**src/rtl/sram_pkg.sv**
```systemverilog
// sram_pkg: definitions shared by the SRAM request controller, the cell array
// and the bench.
//   state_t - controller FSM state encoding
//   row_w   - row-select width for a given row count
//   col_w   - column-group select width for a given row width and word width
//   addr_w  - full word-address width (row bits above column-group bits)
package sram_pkg;

  typedef enum logic [2:0] {
    S_INIT  = 3'd0,
    S_IDLE  = 3'd1,
    S_WRITE = 3'd2,
    S_READ  = 3'd3,
    S_RESP  = 3'd4
  } state_t;

  function automatic int row_w(input int rows);
    return $clog2(rows);
  endfunction

  function automatic int col_w(input int cols, input int data_width);
    return $clog2(cols / data_width);
  endfunction

  function automatic int addr_w(input int rows, input int cols, input int data_width);
    return row_w(rows) + col_w(cols, data_width);
  endfunction

endpackage

```
**src/rtl/sram_req_ctrl.sv**
```systemverilog
// sram_req_ctrl: request/response front end directly upstream of the SRAM
// cell array. It takes word read/write requests, splits the word address
// into row and column group, drives the array select/enable/data lines,
// registers read data and returns it on a response handshake. After each
// reset it can sweep the whole array with zeros before accepting traffic.
//
// Ports
//   clk, rst             clock (rising edge); asynchronous active-low reset
//   req_valid/req_ready  request handshake
//   req_we               1 = write, 0 = read
//   req_addr             word address {row, column group}
//   req_wmask/req_wdata  per-bit write enable and write data
//   rsp_valid/rsp_ready  read-response handshake
//   rsp_rdata            read data, held while rsp_valid && !rsp_ready
//   init_done            sticky flag: zero-fill sweep finished
//   arr_row/arr_col      array row_select / col_select
//   arr_we/arr_wdata     array write_enable / data_in
//   arr_rdata            array data_out (combinational from selected cells)
//   state_dbg            current FSM state, for observation only
//
// Handshakes: a transfer happens on a rising edge where valid && ready are
// both high. The sender holds valid (and its payload) until that edge; ready
// may come and go independently of valid. req_ready is high only in IDLE.
// rsp_valid is raised after a READ and stays high, with rsp_rdata frozen,
// until the edge where rsp_ready is seen high.
module sram_req_ctrl
  import sram_pkg::*;
#(
  parameter int  ROWS          = 64,
  parameter int  COLS          = 64,
  parameter int  DATA_WIDTH    = 8,
  parameter bit  INIT_ON_RESET = 1'b1,
  localparam int WORDS         = ROWS * COLS / DATA_WIDTH,
  localparam int ROW_W         = row_w(ROWS),
  localparam int COL_W         = col_w(COLS, DATA_WIDTH),
  localparam int ADDR_W        = addr_w(ROWS, COLS, DATA_WIDTH)
) (
  input  logic                  clk,
  input  logic                  rst,
  input  logic                  req_valid,
  output logic                  req_ready,
  input  logic                  req_we,
  input  logic [ADDR_W-1:0]     req_addr,
  input  logic [DATA_WIDTH-1:0] req_wmask,
  input  logic [DATA_WIDTH-1:0] req_wdata,
  output logic                  rsp_valid,
  input  logic                  rsp_ready,
  output logic [DATA_WIDTH-1:0] rsp_rdata,
  output logic                  init_done,
  output logic [ROW_W-1:0]      arr_row,
  output logic [COL_W-1:0]      arr_col,
  output logic [DATA_WIDTH-1:0] arr_we,
  output logic [DATA_WIDTH-1:0] arr_wdata,
  input  logic [DATA_WIDTH-1:0] arr_rdata,
  output state_t                state_dbg
);

  localparam logic [ADDR_W-1:0] LAST_WORD = ADDR_W'(WORDS - 1);
  localparam state_t            RST_STATE = INIT_ON_RESET ? S_INIT : S_IDLE;

  state_t                state;
  logic [ADDR_W-1:0]     init_cnt;
  logic [ADDR_W-1:0]     addr_q;
  logic [DATA_WIDTH-1:0] wmask_q;
  logic [DATA_WIDTH-1:0] wdata_q;

  assign req_ready = (state == S_IDLE);
  assign state_dbg = state;

  always_ff @(posedge clk or negedge rst) begin
    if (!rst) begin
      state     <= RST_STATE;
      init_cnt  <= '0;
      addr_q    <= '0;
      wmask_q   <= '0;
      wdata_q   <= '0;
      rsp_valid <= 1'b0;
      rsp_rdata <= '0;
      init_done <= !INIT_ON_RESET;
    end else begin
      case (state)
        S_INIT: begin
          // One word per cycle; the counter wraps back to 0 after the last
          // word, so it is already clean if the sweep ever reruns.
          init_cnt <= init_cnt + ADDR_W'(1);
          if (init_cnt == LAST_WORD) begin
            state     <= S_IDLE;
            init_done <= 1'b1;
          end
        end
        S_IDLE: begin
          if (req_valid) begin
            addr_q  <= req_addr;
            wmask_q <= req_wmask;
            wdata_q <= req_wdata;
            state   <= req_we ? S_WRITE : S_READ;
          end
        end
        S_WRITE: begin
          state <= S_IDLE;
        end
        S_READ: begin
          rsp_rdata <= arr_rdata;
          rsp_valid <= 1'b1;
          state     <= S_RESP;
        end
        S_RESP: begin
          if (rsp_ready) begin
            rsp_valid <= 1'b0;
            state     <= S_IDLE;
          end
        end
        default: begin
          state <= RST_STATE;
        end
      endcase
    end
  end

  // Array drive. The select lines follow the registered address except during
  // the sweep. The sweep write enable is qualified with rst so the array is
  // never written while reset is held, even though the FSM already sits in
  // INIT; this lets word 0 be written in the very first cycle after release.
  always_comb begin
    arr_row   = addr_q[ADDR_W-1:COL_W];
    arr_col   = addr_q[COL_W-1:0];
    arr_we    = '0;
    arr_wdata = '0;
    case (state)
      S_INIT: begin
        arr_row = init_cnt[ADDR_W-1:COL_W];
        arr_col = init_cnt[COL_W-1:0];
        arr_we  = rst ? {DATA_WIDTH{1'b1}} : '0;
      end
      S_WRITE: begin
        arr_we    = wmask_q;
        arr_wdata = wdata_q;
      end
      default: begin
      end
    endcase
  end

endmodule

```
**config.mk**
```make
export PLATFORM = sky130hd
export DESIGN_NAME = sram_req_ctrl
export DESIGN_NICKNAME = d
export VERILOG_FILES = /design/src/rtl/sram_pkg.sv /design/src/rtl/sram_req_ctrl.sv
export SDC_FILE = /design/constraint.sdc
export NUM_CORES = 1
export LEC_CHECK = 0
export CAP_MARGIN = 20
export CORE_ASPECT_RATIO = 1.4
export CORE_UTILIZATION = 61
export CTS_CLUSTER_SIZE = 25
export DETAILED_ROUTE_END_ITERATION = 6
export DONT_BUFFER_PORTS = 1
export PLACE_DENSITY = 0.8
export SETUP_SLACK_MARGIN = 0.2
export SYNTH_ARGS = -nofsm -noshare
export SYNTH_HDL_FRONTEND = slang
export SYNTH_SLANG_ARGS = --single-unit
```
**constraint.sdc**
```tcl
create_clock -name clk -period 2.01 [get_ports clk]
set_input_delay 0.402 -clock clk [delete_from_list [all_inputs] [get_ports clk]]
set_output_delay 0.402 -clock clk [all_outputs]
set_load 0.01 [all_outputs]
```
* After elaboration in Yosys (flattened, before gate mapping) *
Index checks and enable logic that the tools add are counted.

storage, ports and cells
  bits in registers = 47
  bits in latches = 0
  memory bits (writable) = 0
  memory bits (read-only) = 0
  input port bits = 38
  output and inout bits = 39
  word-level logic and storage cells = 35
  memories = 0

cells by class
  add/sub/neg operators = 1
  multipliers = 0
  div/mod/pow operators = 0
  $lt $le $gt $ge = 0
  equality and inequality tests = 8
  shift operators = 0
  muxes and demuxes = 12
  bitwise operators = 0
  reductions and logical operators = 6

operators by type and width
  operator                                              count
  2-to-1 mux 8 bit                                      2
  case mux 8 bit (2 select lines)                       1
  case mux 3 bit (5 select lines)                       1
  2-to-1 mux 3 bit                                      4
  adder 9 x 1 -> 9 bit (second input constant)          1
  equality test 9 bit (second input constant)           1
  equality test 3 x 2 -> 1 bit (second input constant)  2
  2-to-1 mux 6 bit                                      1
  != test 2 bit (second input constant)                 3
  AND reduction 2 bit                                   3
  equality test 3 x 1 -> 1 bit (second input constant)  1
  equality test 3 bit (second input constant)           1
  logical NOT 3 bit                                     1
  AND reduction 3 bit                                   1
  2-to-1 mux 1 bit                                      2
  case mux 1 bit (2 select lines)                       1
  nonzero test 2 bit                                    1

* Longest topological paths before layout *
  depth in word-level cells = 3
  depth in mapped cells = 6
  gate-level depth less buffers = 6

* Worst setup path before layout *
No wires, ideal clock.

  path type = reg2reg
  start = reg state[1], in the netlist state_dbg[1]
  end = reg addr_q[1]
  setup time = 125 ps
  arrival = 1692 ps
  data required time = 1885 ps
  path slack = 193 ps
  cell stages (with the launch flop) = 7
  buffers on the path = 3
  clock period less this slack = 1817 ps
  path through = dfrtp_1 -> buf_6 -> nor3b_1 -> and2_1 -> buf_4 -> buf_6 -> mux2_2

between the ends
  longest elaborated chain between the ends = 2

ends and longest elaborated chain
  item                           RTL line             RTL
  from (decl)                    sram_req_ctrl.sv:61  state_t state;
  from (signal assigned)         sram_req_ctrl.sv:96  state <= req_we ? S_WRITE : S_READ;
  equality test 3 x 1 -> 1 bit   n/a
  named net req_ready            sram_req_ctrl.sv:41  output logic req_ready,
  AND reduction 2 bit (no line)  n/a
  to (signal assigned)           sram_req_ctrl.sv:93  addr_q <= req_addr;
  to (decl)                      sram_req_ctrl.sv:63  logic [ADDR_W-1:0] addr_q;

The timed path passes the listed nets, and every way through them passes these cells.
A chain may end at the register's enable or synchronous reset.

* Final worst setup path *
  start = reg state[0], in the netlist state_dbg[0]
  end = out arr_we[7]

between the ends
  longest elaborated chain between the ends = 2
  elaborated cells on any way between the ends = 3
  those cells by class = 1 x eq/ne; 1 x mux; 1 x reduce/logical

ends and longest elaborated chain
  item                                                               RTL line              RTL
  equality test 3 x 2 -> 1 bit or logical NOT 3 bit (tied branches)  sram_req_ctrl.sv:129  case (state)
  case mux 8 bit (2 select lines) *                                  sram_req_ctrl.sv:129
  to (decl)                                                          sram_req_ctrl.sv:52   output logic [DATA_WIDTH-1:0] arr_we,

Every way passes the cells marked *; elsewhere a longest branch is shown, timed or not.

==> summary.txt <==
Status
  – Status: completed

Critical path
  – Slowest Stage Delay on Critical Path: 0.47 ns
  – R2r worst-path depth: 5
  – CP startpoint: state_dbg[0]
  – WP depth: 4
  – Setup slack, reg-to-reg: about 0.31 ns
  – Crit path capture type: primary output
  – FF-to-FF Start: state_dbg[2]
  – Most used cell, CP: buf_6
  – Critical Path Source Type: flip-flop
  – Required time worst endpoint: roughly 1.6 ns
  – WS Path Type: reg -> out
  – Crit path to: arr_we[7]
  – Worst path bufs/invs: 2
  – CP Cell Sequence: buf_6, nor3b_4, buf_6, a21o_1
  – Worst flop-to-flop path endpoint: wmask_q[4]
  – CP delay by family, top: flip-flops
  – Cell with the largest stage delay on the worst path: dfrtp_2
  – Worst-path maximum fanout: 8
  – Critical Path AT: 1.49 ns

Clock network
  – CTS buffer count: 5
  – CTS clk-pin slew, worst paths: 0.08 ns
  – TritonCTS clock tree: done
  – Clk_lat worst skew: 0.30 ns
  – Root Buffer Master: clkbuf_8
  – Htree depth: 2
  – Num Clock Sinks: 47
  – Clock buffer depth: 2

Detailed routing
  – Final wirelength: 4.32 mm
  – Drt via density: 5.81
  – Iteration-0 DRC Markers: 23
  – Pre-antenna DRT Iters: 6
  – ANT nets after route: 0
  – Vias post-DR: about 1400
  – Drt drc: 0
  – Drt wl/cell: 18.4 microns

Synth
  – Synth area leaders: dfrtp_1 55%, mux2_2 16%, nand2_1 7.0%
  – Largest area contributor in the netlist: dfrtp_1
  – Asr flop ratio synth: 100%
  – Synthesized area: 2130 sq um
  – Synth Area per Inst: 11.8 sq um
  – Count leader, synth: dfrtp_1
  – Top FF cell, synth: dfrtp_1
  – #FFs+latches synth: 47
  – Yosys cell types: 28
  – Sequential fraction of the synthesis area: 55.1%
  – Syn_nets: 221
  – Post-synth EDFFs: 0
  – Most common library cells after synthesis: 47 x dfrtp_1, 40 x nand2_1, 30 x mux2_2
  – Yosys warns: 0
  – Synth Instances: 181
  – Yosys top cell area share: 55.1%

Placement
  – Port buffer count: 0
  – Routability congestion estimate: 0.741
  – DP Area: 2180 sq um
  – Place WS: 0.296 ns
  – Post-DP HPWL: 2.85 mm

STA
  – Final Max Tran Viols: 0
  – Fin Setup TNS: 0 ns
  – Fin crit period: 1.89 ns
  – Setup violators final: 0
  – Hold WS: 0.237 ns
  – Slew HR: 72.4%
  – Setup ws final: ~0.12 ns
  – Clock Skew: 0.00694 ns
  – Max Freq: 0.528 GHz
  – Final-report hold violation count: 0
  – RSZ-0062 raised after global routing: yes
  – Slew @ Worst Pin: 0.413 ns
  – Final Cycle Share: 94.2%

Global route
  – Initial antenna violation count: 0
  – First-pass GRT wire length: about 6.4 mm
  – Tot GR Track Use: 24.0%
  – Largest net degree at the start of global routing: 48
  – Gr ovfl total: 0
  – Vias in the first global route: 1406

Cells and area
  – ANT cells: 0
  – Layout cells sized above 1: between 30% and 40%
  – Final net count: 234
  – Design area: 2420 sq um
  – Area Growth Syn to Fin: 13.5%

Floorplanning
  – # IOs: 77
  – Die width: 52.0 microns
  – Row count: 25
  – Die H: 72.0 microns
  – Full die area: 3740 sq um
  – Initial Util: between 60 and 70%
  – Core ar.: 3350 sq um

Flow run
  – Maxcap violations: 0

Power
  – PD cells: 673 nW/um^2
  – Peak supply drop: 0.699 mV
  – Lkg Pwr: 1.26 nW

Hold path
  – Hold/Removal Path Class: in -> reg
-- per-stage QoR --
stage	cells	power, mW	util, %
final	235	1.63	72.4
after global routing	235	1.68	72.4
after CTS	232	1.64	70.8
after detailed placement	218	1.01	65.3
after global placement	218	1.01	65.3
after floorplan	181	1.00	-
-- layout by cell type, fill, tap and decap left out, types with 2 or more instances in the layout --
cell	count
a21o_1	9
nand3_1	3
inv_1	2
xor2_1	5
ha_1	2
mux2_2	30
dfrtp_1	46
nor3_1	4
and2_4	8
a21oi_1	2
mux2_1	3
buf_4	10
xnor2_1	2
nand2_1	40
buf_6	3
nor2_1	3
clkbuf_8	7
-- routing by layer --
layer / routed length (microns) / global-route usage [%] / part of all wire (%) / vias to the layer above
met3: 241 / 7.13 / 5.6 / 7
met4: 80 / 9.31 / 1.9 / 0
li1: - / - / - / 629
met2: 2400 / 43.6 / 55 / 52
met5: 0 / 0 / 0 / -
met1: 1600 / 25.0 / 37 / 678
-- power breakdown --
group          internal, mW  switching, mW
clock                 0.313          0.305
combinational        0.0193         0.0313
sequential            0.953         0.0100
total                  1.28          0.347
-- kinds of logic (layout without fill, tap and decap cells) --
kind of cell,count (synthesis),after routing,share of synthesized area [%]
compound gates,14,14,4.69
xor+xnor,7,7,2.87
fa+ha+maj,2,2,1.17
buf+inv,12,26,3.63
flops,47,47,55.1
mux,33,33,17.4
simple gates,66,66,15.1
-- what timing repair did --
| action | 4_1_cts | 5_1_grt |
|---|---|---|
| pin swaps | 1 | 15 |
| hold buffers | 2 | 0 |
| endpoints found under the setup margin | 25 | 25 |
| resized for setup | 5 | 12 |
| endpoints found under the hold margin | 47 | 0 |
| buffers inserted | 4 | 2 |
| gates cloned | 0 | 1 |
-- worst min-delay path by stage --
stage | cells past startpoint | start | slack [ns] | to
detailed placement | 0 | rst | 0.11 | addr_q[4]
floorplan | 0 | rst | 0.11 | addr_q[0]
global placement | 0 | rst | 0.11 | addr_q[4]
CTS | 1 | req_wmask[0] | 0.23 | wmask_q[0]
global route | 1 | req_addr[3] | 0.23 | addr_q[3]
finish | 1 | req_wmask[0] | 0.24 | wmask_q[0]
-- flip-flops by register name, summed over array words and instances, names as in the netlist --
name       cells
init_done      1
wmask_q        8
state_dbg      3
addr_q         9
rsp_rdata      8
rsp_valid      1
wdata_q        8
init_cnt       9
-- area by class of cell --
cell class	instances	area, sq um
flip-flops and latches	47	1180
fillers	227	923
inverters	2	7.51
repair buffers	16	166
clock inverters	1	7.51
multi-input cells	122	918
well taps	40	50.0
clock buffers	7	96.3
No activity file was read; power rests on OpenSTA's default activity.
